==> src/rtl/sm_tc_pkg.sv <==
// Shared definitions for the signed-magnitude <-> two's-complement converters.
package sm_tc_pkg;

    localparam int SM_TC_WIDTH = 11;

    typedef enum logic [1:0] {
        IDLE,
        SHIFT,
        DONE
    } state_t;

endpackage

==> src/rtl/serial_negate_cell.sv <==
// One bit of the serial negate: copy bits until the first one, then invert.
module serial_negate_cell (
    input  logic bit_in,
    input  logic sign,
    input  logic seen_one,
    output logic out_bit,
    output logic seen_one_next
);

    // Positive words pass straight through; negative words invert once a one has gone by.
    assign out_bit       = (sign & seen_one) ? ~bit_in : bit_in;
    assign seen_one_next = seen_one | bit_in;

endmodule

==> src/rtl/sm_to_tc_serial.sv <==
// Bit-serial signed-magnitude to two's-complement converter, LSB first,
// with valid/ready on both sides and a negative-zero flag.
module sm_to_tc_serial
    import sm_tc_pkg::*;
#(
    parameter int width = SM_TC_WIDTH
) (
    input  logic             clk,
    input  logic             rst,
    input  logic [width-1:0] sm,
    input  logic             in_valid,
    output logic             in_ready,
    output logic [width-1:0] tc,
    output logic             neg_zero,
    output logic             out_valid,
    input  logic             out_ready
);

    localparam int CNT_W = $clog2(width);

    state_t             state;
    state_t             state_next;
    logic [width-2:0]   mag;
    logic               sign_q;
    logic [CNT_W-1:0]   cnt;
    logic               seen_one;
    logic [width-1:0]   tc_q;
    logic               neg_zero_q;

    logic               out_bit;
    logic               seen_one_next;
    logic               last_bit;

    assign last_bit = (cnt == CNT_W'(width - 2));

    serial_negate_cell u_cell (
        .bit_in        (mag[0]),
        .sign          (sign_q),
        .seen_one      (seen_one),
        .out_bit       (out_bit),
        .seen_one_next (seen_one_next)
    );

    always_ff @(posedge clk or posedge rst) begin
        if (rst) begin
            state <= IDLE;
        end else begin
            state <= state_next;
        end
    end

    // NOTE: next state gets its default before the case so no path leaves it unassigned (no latch).
    always_comb begin
        state_next = state;
        case (state)
            IDLE:    if (in_valid)  state_next = SHIFT;
            SHIFT:   if (last_bit)  state_next = DONE;
            DONE:    if (out_ready) state_next = IDLE;
            default:                state_next = IDLE;
        endcase
    end

    // NOTE: sequential state uses non-blocking assignments so every register samples pre-edge values.
    always_ff @(posedge clk or posedge rst) begin
        if (rst) begin
            mag        <= '0;
            sign_q     <= 1'b0;
            cnt        <= '0;
            seen_one   <= 1'b0;
            tc_q       <= '0;
            neg_zero_q <= 1'b0;
        end else begin
            case (state)
                IDLE: begin
                    if (in_valid) begin
                        mag        <= sm[width-2:0];
                        sign_q     <= sm[width-1];
                        cnt        <= '0;
                        seen_one   <= 1'b0;
                        tc_q       <= '0;
                        neg_zero_q <= 1'b0;
                    end
                end
                SHIFT: begin
                    tc_q[cnt] <= out_bit;
                    seen_one  <= seen_one_next;
                    mag       <= mag >> 1;
                    // The sign bit and negative-zero flag land on the same edge as the last magnitude bit.
                    if (last_bit) begin
                        tc_q[width-1] <= sign_q & seen_one_next;
                        neg_zero_q    <= sign_q & ~seen_one_next;
                    end else begin
                        cnt <= cnt + CNT_W'(1);
                    end
                end
                default: ;
            endcase
        end
    end

    assign in_ready  = (state == IDLE);
    assign out_valid = (state == DONE);
    assign tc        = tc_q;
    assign neg_zero  = neg_zero_q;

endmodule
==> config.mk <==
export PLATFORM = sky130hd
export DESIGN_NAME = sm_to_tc_serial
export DESIGN_NICKNAME = d
export VERILOG_FILES = /design/src/rtl/sm_tc_pkg.sv /design/src/rtl/serial_negate_cell.sv /design/src/rtl/sm_to_tc_serial.sv
export SDC_FILE = /design/constraint.sdc
export NUM_CORES = 1
export LEC_CHECK = 0
export BUFFER_PORTS_ARGS = -buffer_cell sky130_fd_sc_hd__buf_4
export CAP_MARGIN = 20
export CORE_MARGIN = 1.5
export CORE_UTILIZATION = 54
export DETAILED_ROUTE_END_ITERATION = 6
export PLACE_DENSITY_LB_ADDON = 0.08
export SKIP_CTS_REPAIR_TIMING = 1
export SYNTH_ARGS = -nofsm -noshare
export SYNTH_HDL_FRONTEND = slang
export SYNTH_SLANG_ARGS = --single-unit
==> constraint.sdc <==
create_clock -name clk -period 2 [get_ports clk]
set_input_delay 0 -clock clk [delete_from_list [all_inputs] [get_ports clk]]
set_output_delay 0 -clock clk [all_outputs]
set_load 0.03 [all_outputs]
==> results.yml <==
sta:
  max_freq_ghz: 0.6072
  final_hold_viol_count: 0
  final-max-slew-violation-count: 0
  rsz0062_at_grt: "no"
  setup_tns_ns: 0
  min_period_ns: 1.647
  hold-worst-slack_ns: 0.1483
  slew-limit-headroom_pct: 54.23
  final.period_utilization_pct: 82.34
  fin_skew_ns: 0.008420
  fin_ws_ns: 0.3532
  tightest_slew_ns: 0.6851
  finalSetupViolCount: 0
yosys:
  ys_top_cells_by_count: "nand2_1, dfrtp_1, mux2i_1, nand3_1, a22oi_1"
  avgSynthCellArea_um2: 9.934
  synth_ff_type: "dfrtp_1"
  synth.net_count: 168
  yosysUniqueCellTypes: 31
  syn_inst: 149
  synth_area_um2: 1480
  netlist.area_leader.share_pct: 50.72
  seq_area_frac_synth_pct: 50.72
  synthTopCellsByArea: "dfrtp_1, nand2_1, mux2i_1"
  yosys_warnings: 0
  async_flop_share_pct: 100.0
  yosysMostFrequentCell: "nand2_1"
  ys_ff_latch: 30
  synth-edff-count: 0
  yosys.area.top_type: "dfrtp_1"
status:
  status: "complete, no violations"
floorplan:
  die_h_um: 55.36
  die_w_um: 55.36
  io_pins: 29
  initial_core_util_pct: 58.16
  core-area_um2: 2545
  dieArea_um2: 3064
  rows: 18
setup_path:
  cp-start-kind: "flop"
  timing.rr.start: "cnt[1]"
  cp-end-kind: "flop"
  r2r_setup_slack_ns: 0.35
  path_class: "reg -> reg"
  worstPathArrival_ns: 1.86
  critPathCapture: "cnt[1]"
  worstPathMaxFanout: 8
  worstRegToRegCells: 5
  r2r-end: "cnt[1]"
  startpoint: "cnt[1]"
  required_ns: 2.21
cts:
  cts_tree: "yes"
  cts_sinks: 30
  clk-insertion-delay-late_ns: 0.31
  cts-root-buf: "clkbuf_4"
  htree_levels: 2
  clock_path_buffers: 2
  numCtsBuffers: 5
  clk_pin_slew_worst_paths_ns: 0.09
detailed_routing:
  wl_um: 2996
  drtPass1Iterations: 4
  routed.top_layer: "met4"
  routedWlPerCell_um: 13.32
  ant_nets: 0
  viasPerCell: 5.284
  drc_errors: 0
  vias: 1189
  wl_met2_um: 1415
  wl_met3_um: 127
  wl_met1_um: 1405
  drt_iter0_drc: 31
place:
  gp_routability_congestion: 0.8188
  io_buffers: 28
  pre_cts_ws_ns: 0.3756
  dp_hpwl_um: 1987
grt:
  grt_pass1_wl_um: 4981
  first_global_vias: 1133
  grt_overflow: 0
  track_usage_pct: 20.51
  grt_max_degree: 31
  antenna_found_initial: 0
final_layout:
  layout.nets: 214
  area_growth_pct: 27.22
  multi_input_area_um2: 656.9
  drive_gt1_share_pct: 21.54
  nFillCells: 185
  seqCellArea_um2: 750.7
  antennaDiodeCount: 0
power_and_ir_drop:
  power.density_nw_per_um2: 1360
  combPwrFrac_pct: 47.6
  p_int_mw: 1.476
  p_leak_nw: 0.9965
  pwr-share-seq_pct: 39.9
  clockPowerShare_pct: 12.5
  switching_share_pct: 42.38
  total_power_mw: 2.562
  ir_drop_mv: 1.033
  power.switching_mw: 1.086
hold_path:
  hold_path_class: "in -> reg"
job:
  cap_violations: 0
-- cells in the final DEF (no fill, tap or decap), types with 2 or more instances in the layout --
cell           synthesis  final
o21ai_0                4      4
dlygate4sd3_1          0     13
a21oi_1                4      4
nand2_1               37     37
nand3_1               12     12
dfrtp_1               30     30
nand2b_1               3      3
clkbuf_1               1      2
nor2b_1                2      2
inv_1                  6      6
mux2i_1               12     12
nor2_1                 5      5
ha_1                   4      4
a22oi_1                9      9
buf_4                  1     32
clkbuf_4               0      5
-- sequential cells by signal, indices dropped and copies added, names as in the netlist --
name / cells
tc: 11
mag: 10
cnt: 4
state: 2
neg_zero: 1
seen_one: 1
sign_q: 1
-- metrics by stage --
stage | cells | cell area [um2] | util (%)
final | 225 | 1883 | 73.99
after CTS | 212 | 1753 | 68.88
after global placement | 205 | 1708 | 67.11
after global routing | 225 | 1883 | 73.99
after detailed placement | 205 | 1708 | 67.11
after floorplan | 149 | 1480 | -
-- cell type report --
cell class / count / share of cell area, %
flip-flops and latches: 30 / 39.87
clock buffers: 7 / 2.392
inverters: 6 / 1.196
well taps: 30 / 1.993
repair buffers: 45 / 19.67
multi-input cells: 107 / 34.88
-- cell families after synthesis --
kind of cell / count (synthesis) / synth area share, %
and+or+nand+nor: 68 / 22.15
DFF: 30 / 50.72
AOI/OAI and AO/OA: 21 / 9.383
muxes: 13 / 8.876
buffers and inverters: 12 / 4.902
adders and majority gates: 4 / 3.381
xor gates and xnor gates: 1 / 0.5918
-- power groups by stage --
stage	registers (mW)	clock network (mW)	logic, mW
final	1.02	0.321	1.22
after global routing	1.07	0.349	1.35
after CTS	1.02	0.329	1.21
after detailed placement	1.03	0	1.20
after global placement	1.01	0	1.16
after floorplan	1.12	0	0.776
-- layer usage --
| layer | vias up | track usage, % |
|---|---|---|
| met5 | - | 0 |
| met4 | 0 | 7.317 |
| met3 | 7 | 5.386 |
| met2 | 31 | 33.50 |
| met1 | 555 | 26.27 |
| li1 | 596 | - |
-- worst min path at each step --
| stage | start | endpoint | slack (ns) | cells after the start |
|---|---|---|---|---|
| 3_3_place_gp | rst | mag[2] | 0.09 | 3 |
| 6_report | in_valid | mag[9] | 0.15 | 4 |
| 4_1_cts | rst | mag[5] | -0.25 | 3 |
| 3_5_place_dp | rst | mag[2] | 0.10 | 3 |
| 2_1_floorplan | rst | cnt[0] | 0.09 | 1 |
| 5_1_grt | in_valid | mag[9] | 0.16 | 4 |
-- worst max-delay path, cell delays in order (launching register included) --
cell and delay, ns:
dfrtp_1 0.43, inv_1 0.12, ha_1 0.31, and3b_1 0.21, nand2b_1 0.13, mux2_2 0.34
Note: power is estimated with default switching activity, not from simulation.
